===== src/rtl/sng_window_pkg.sv =====
// Shared types and constants for the stochastic number generator window.
package sng_window_pkg;

  // Control FSM states.
  typedef enum logic [1:0] {
    IDLE = 2'd0,
    RUN  = 2'd1,
    ENDW = 2'd2
  } state_e;

  // Maximal-length Fibonacci LFSR tap masks, bit k set means stage k+1 feeds back.
  // N=8 is x^8+x^6+x^5+x^4+1.
  function automatic logic [31:0] lfsr_taps(input int n);
    logic [31:0] taps;
    case (n)
      2:       taps = 32'h0000_0003;
      3:       taps = 32'h0000_0006;
      4:       taps = 32'h0000_000C;
      5:       taps = 32'h0000_0014;
      6:       taps = 32'h0000_0030;
      7:       taps = 32'h0000_0060;
      8:       taps = 32'h0000_00B8;
      9:       taps = 32'h0000_0110;
      10:      taps = 32'h0000_0240;
      11:      taps = 32'h0000_0500;
      12:      taps = 32'h0000_0829;
      13:      taps = 32'h0000_100D;
      14:      taps = 32'h0000_2015;
      15:      taps = 32'h0000_6000;
      16:      taps = 32'h0000_D008;
      default: taps = 32'h0000_00B8;
    endcase
    return taps;
  endfunction

endpackage


===== src/rtl/sng_window_lfsr_gen.sv =====
// N-bit maximal-length LFSR; visits every nonzero state once per 2^N-1 steps.
module lfsr_gen
  import sng_window_pkg::*;
#(
  parameter int           N    = 8,
  parameter logic [N-1:0] SEED = 'h01
) (
  input  logic         CLK,
  input  logic         RESET,
  input  logic         ENABLE,
  output logic [N-1:0] state
);

  localparam logic [31:0]  TAPS_ALL = lfsr_taps(N);
  localparam logic [N-1:0] TAPS     = TAPS_ALL[N-1:0];

  logic [N-1:0] state_q;
  logic [N-1:0] state_d;

  // Shift in the parity of the tapped stages when enabled.
  always_comb begin
    state_d = state_q;
    if (ENABLE) begin
      state_d = {state_q[N-2:0], ^(state_q & TAPS)};
    end
  end

  // State register; reset reloads the seed.
  always_ff @(posedge CLK) begin
    if (RESET) begin
      state_q <= SEED;
    end else begin
      state_q <= state_d;
    end
  end

  assign state = state_q;

endmodule


===== src/rtl/sng_window.sv =====
// Stochastic bitstream generator: emits exactly value_reg ones over a
// 2^N-1 cycle window by comparing a full-period LFSR against the target.
//
// state | meaning
// IDLE  | waiting for a load, ready high
// RUN   | window in progress, one bit per enabled cycle
// ENDW  | one-cycle window-end strobe (preRESET), accepts back-to-back load
module sng_window
  import sng_window_pkg::*;
#(
  parameter int           N       = 8,
  parameter int           N_count = 8,
  parameter logic [N-1:0] SEED    = 'h01
) (
  input  logic         CLK,
  input  logic         RESET,
  input  logic         ENABLE,
  input  logic         load,
  input  logic [N-1:0] value_in,
  output logic         ready,
  output logic         out,
  output logic         preRESET,
  output logic         busy
);

  // Counter value on the last bit of a window (WIN-1, WIN = 2^N-1).
  localparam logic [N_count-1:0] LAST = N_count'((2 ** N) - 2);

  state_e               state_q, state_d;
  logic [N-1:0]         value_q, value_d;
  logic [N_count-1:0]   cnt_q, cnt_d;
  logic [N-1:0]         lfsr;
  logic                 accept;
  logic                 step_en;
  logic                 last_bit;

  // The LFSR free-runs on ENABLE and is never reseeded between windows;
  // any 2^N-1 consecutive steps still cover every nonzero value once.
  lfsr_gen #(
    .N    (N),
    .SEED (SEED)
  ) u_lfsr (
    .CLK    (CLK),
    .RESET  (RESET),
    .ENABLE (ENABLE),
    .state  (lfsr)
  );

  assign accept   = load && (state_q != RUN);
  assign step_en  = (state_q == RUN) && ENABLE;
  assign last_bit = step_en && (cnt_q == LAST);

  // Next-state logic for the window FSM.
  always_comb begin
    state_d = state_q;
    case (state_q)
      IDLE:    if (accept) state_d = RUN;
      RUN:     if (last_bit) state_d = ENDW;
      ENDW:    state_d = load ? RUN : IDLE;
      default: state_d = IDLE;
    endcase
  end

  // Target capture on accepted load; counter counts enabled RUN cycles.
  always_comb begin
    value_d = value_q;
    cnt_d   = cnt_q;
    if (accept) begin
      value_d = value_in;
      cnt_d   = '0;
    end else if (step_en) begin
      cnt_d = cnt_q + N_count'(1);
    end
  end

  // State and datapath registers with synchronous reset.
  always_ff @(posedge CLK) begin
    if (RESET) begin
      state_q <= IDLE;
      value_q <= '0;
      cnt_q   <= '0;
    end else begin
      state_q <= state_d;
      value_q <= value_d;
      cnt_q   <= cnt_d;
    end
  end

  // Outputs are forced to their idle values while RESET is asserted.
  always_comb begin
    ready    = RESET || (state_q != RUN);
    busy     = !RESET && (state_q == RUN);
    preRESET = !RESET && (state_q == ENDW);
    out      = !RESET && step_en && (lfsr <= value_q);
  end

endmodule


===== config.mk =====
export PLATFORM = sky130hd
export DESIGN_NAME = sng_window
export DESIGN_NICKNAME = d
export VERILOG_FILES = /design/src/rtl/sng_window_pkg.sv /design/src/rtl/sng_window_lfsr_gen.sv /design/src/rtl/sng_window.sv
export SDC_FILE = /design/constraint.sdc
export NUM_CORES = 1
export LEC_CHECK = 0
export CAP_MARGIN = 0
export CORE_AREA = 2 2 59 61
export DETAILED_ROUTE_END_ITERATION = 8
export DIE_AREA = 0 0 61 63
export HOLD_SLACK_MARGIN = 0.08
export PLACE_DENSITY_LB_ADDON = 0.05
export SETUP_SLACK_MARGIN = 0.4
export SLEW_MARGIN = 30
export SYNTH_ARGS = -nofsm -noshare
export SYNTH_HDL_FRONTEND = slang
export SYNTH_SLANG_ARGS = --single-unit

===== constraint.sdc =====
create_clock -name CLK -period 2.2 [get_ports CLK]
set_input_delay 0.44 -clock CLK [delete_from_list [all_inputs] [get_ports CLK]]
set_output_delay 0.44 -clock CLK [all_outputs]
set_load 0.05 [all_outputs]

==> flow_summary.yaml <==
clock_tree:
  clkLatencyLatePin_ps: 320
  cts_buffer_depth: 2
  hold_buffers: 0
  cts_root_buf: "clkbuf_4"
  ctsHtreeMaxLevel: 1
  cts_made_buffers: 3
  path_clk_slew_ps: 140
  cts.sinks: 26
  cts_tree: "done"
worst_setup_path:
  path_max_fanout: 3
  r2r_start: "state_q[0]"
  worst-r2r-cell-count: 5
  rrSetupSlack_ps: 1030
  cp.arrival_ps: 1890
  criticalPathCategory: "register to primary output"
  crit_required_ps: 1760
  worstReg2RegEnd: "cnt_q[4]"
  end_kind: "primary output"
  setup.worst_path.start: "u_lfsr.state[7]"
  worstSetupStartpointType: "register"
sta:
  slew_headroom: 0.699
  fin_ws_ps: -129
  worst_slew_pin_slew_ps: 451
  fin_crit_sh: 1.06
  hold_viol_final: 0
  finClkSkew_ps: 1.97
  setup_viol: 1
  grt_setup_unrepaired: "true"
  timing.final.max_slew_violations: 0
  fmax_ghz: 0.429
  tns_ps: -129
  holdWs_ps: 461
  min_period_ps: 2330
route:
  via_per_inst: 4.70
  route.detailed.drc: 0
  dr.pass1.iters: 4
  wl_um: 2570
  vias: 991
  ant_nets: 0
  routedWlPerCell_um: 12.2
  drt_iter0_markers: 27
cells_and_area:
  finalInstanceArea_mm2: 0.00168
  layout.nets: 189
  drive_above_1_share: 0.261
  antenna_cells: 0
  area_growth_syn_to_layout_pct: 26.3
run:
  drv_cap: 0
logic_synthesis:
  syn_inst: 148
  synth_top_area_cell: "dfxtp_1"
  synth.area.top_cells: "dfxtp_1 39%, ha_1 9.4%, nor2_1 5.3%"
  ys_types: 33
  syn-mean-instance-area_um2: 9.01
  ys_ff_latch: 26
  yosys_warnings: 0
  mappedNetlistArea_mm2: 0.00133
  synth_top_area_frac: 0.390
  seq_area_frac_synth: 0.390
  synth_fp_nets: 170
place:
  port_buffers: 15
  gp_congestion: 0.760
  hpwl_um: 1990
  placed_cell_area_mm2: 0.00158
power:
  p_per_area_mw_per_mm2: 540
  peakVddDrop_v: 0.000265
  leakagePower_uw: 0.000668
grt:
  grt_overflow_total: 0
  grtUsageTotal: 0.155
  grt_max_degree: 18
  grt_pass1_wl_um: 4450
  antenna_found_initial: 0
  grt_pass1_vias: 1023
run_status:
  status: "complete, but fails checks"
  violations: "setup timing"
die:
  core_area_mm2: 0.00323
  initial_core_util: 0.413
  dieArea_mm2: 0.00384
  fp-row-count: 21
  die_w_um: 61
  ios: 16
  chipHeight_um: 63
hold_path:
  holdPathStages: 2
  min-delay-start: "value_q[5]"
  hold_path_end: "value_q[5]"
  hp-class: "register to register"
-- kinds of logic (layout without fill, tap and decap cells) --
logic type               Yosys count  in the layout  synth area share
AND/OR/NAND/NOR                   61             61             0.257
flip-flops                        26             26             0.390
AO/OA/AOI/OAI                     17             17            0.0750
buffers and inverters             17             34            0.0657
adder cells (fa/ha/maj)           10             10            0.0938
XOR/XNOR                          10             10            0.0657
multiplexers                       7              7            0.0525
-- flip-flops by register name (all words and copies together) (netlist names) --
signal and cells:
value_q 8, u_lfsr.state 8, state_q 2, cnt_q 8
-- critical path: stages, from the launching register on --
cell and delay (ps):
dfxtp_1 380, ha_4 290, nand4_1 150, nor2_2 190
a21oi_2 60, nor4b_4 310, buf_12 180
-- timing repair --
action | CTS | global route
setup buffers | 2 | 0
resized for setup | 11 | 12
pin swaps | 6 | 5
endpoints found under the setup margin | 4 | 2
-- stage by stage --
step / power, uW / utilization / instances / worst slack (ps)
finish: 909 / 0.521 / 211 / -129
global route: 965 / 0.521 / 211 / -241
CTS: 913 / 0.509 / 211 / -138
detailed placement: 686 / 0.488 / 206 / 189
global placement: 681 / 0.488 / 206 / 187
floorplan: 631 / - / 148 / 127
-- layer usage --
metal	global-route usage	wire length, um
met1	0.200	1220
met2	0.243	1230
met3	0.0269	65
met4	0.0734	52
met5	0	0
-- Yosys cell counts (all sizes together) --
cell / count
inv: 10
a21oi: 12
or2: 2
nor2b: 1
a21o: 1
xor2: 3
and3: 1
ha: 10
o21ai: 1
xnor2: 7
a211oi: 2
mux2i: 7
nand2: 14
dfxtp: 26
buf: 5
clkbuf: 2
nor4b: 1
and3b: 1
nand4: 5
nand3: 9
nand2b: 2
and2: 2
nor3: 3
o211ai: 1
nor2: 19
nand4b: 1
-- layout make-up --
type                            instances  area (um^2)
Clock buffer                            3         22.5
Multi-Input combinational cell        105          797
Inverter                               10         40.0
Sequential cell                        26          533
Timing Repair Buffer                   21          234
Fill cell                             327         1550
Tap cell                               46         57.6
-- power by group --
group	total, uW	internal (uW)	leakage [uW]	switching (uW)
combinational	194	96.3	0.000439	98.1
sequential	506	491	0.000216	15.3
clock	209	64.4	0.0000138	144
-- worst max-delay path by stage --
stage,slack (ps),cells after the start,endpoint
6_report,-130,6,out
5_1_grt,-240,7,out
4_1_cts,-140,6,out
3_5_place_dp,190,4,out
3_3_place_gp,190,4,out
2_1_floorplan,130,6,out
-- layout by cell type, fill, tap and decap left out, drive strengths merged, types with 9 or more instances in the layout --
cell	n
a21oi	12
buf	10
clkdlybuf4s50	10
dfxtp	26
ha	10
inv	10
nand2	14
nand3	9
nor2	19
(Power assumes the default switching activity.)
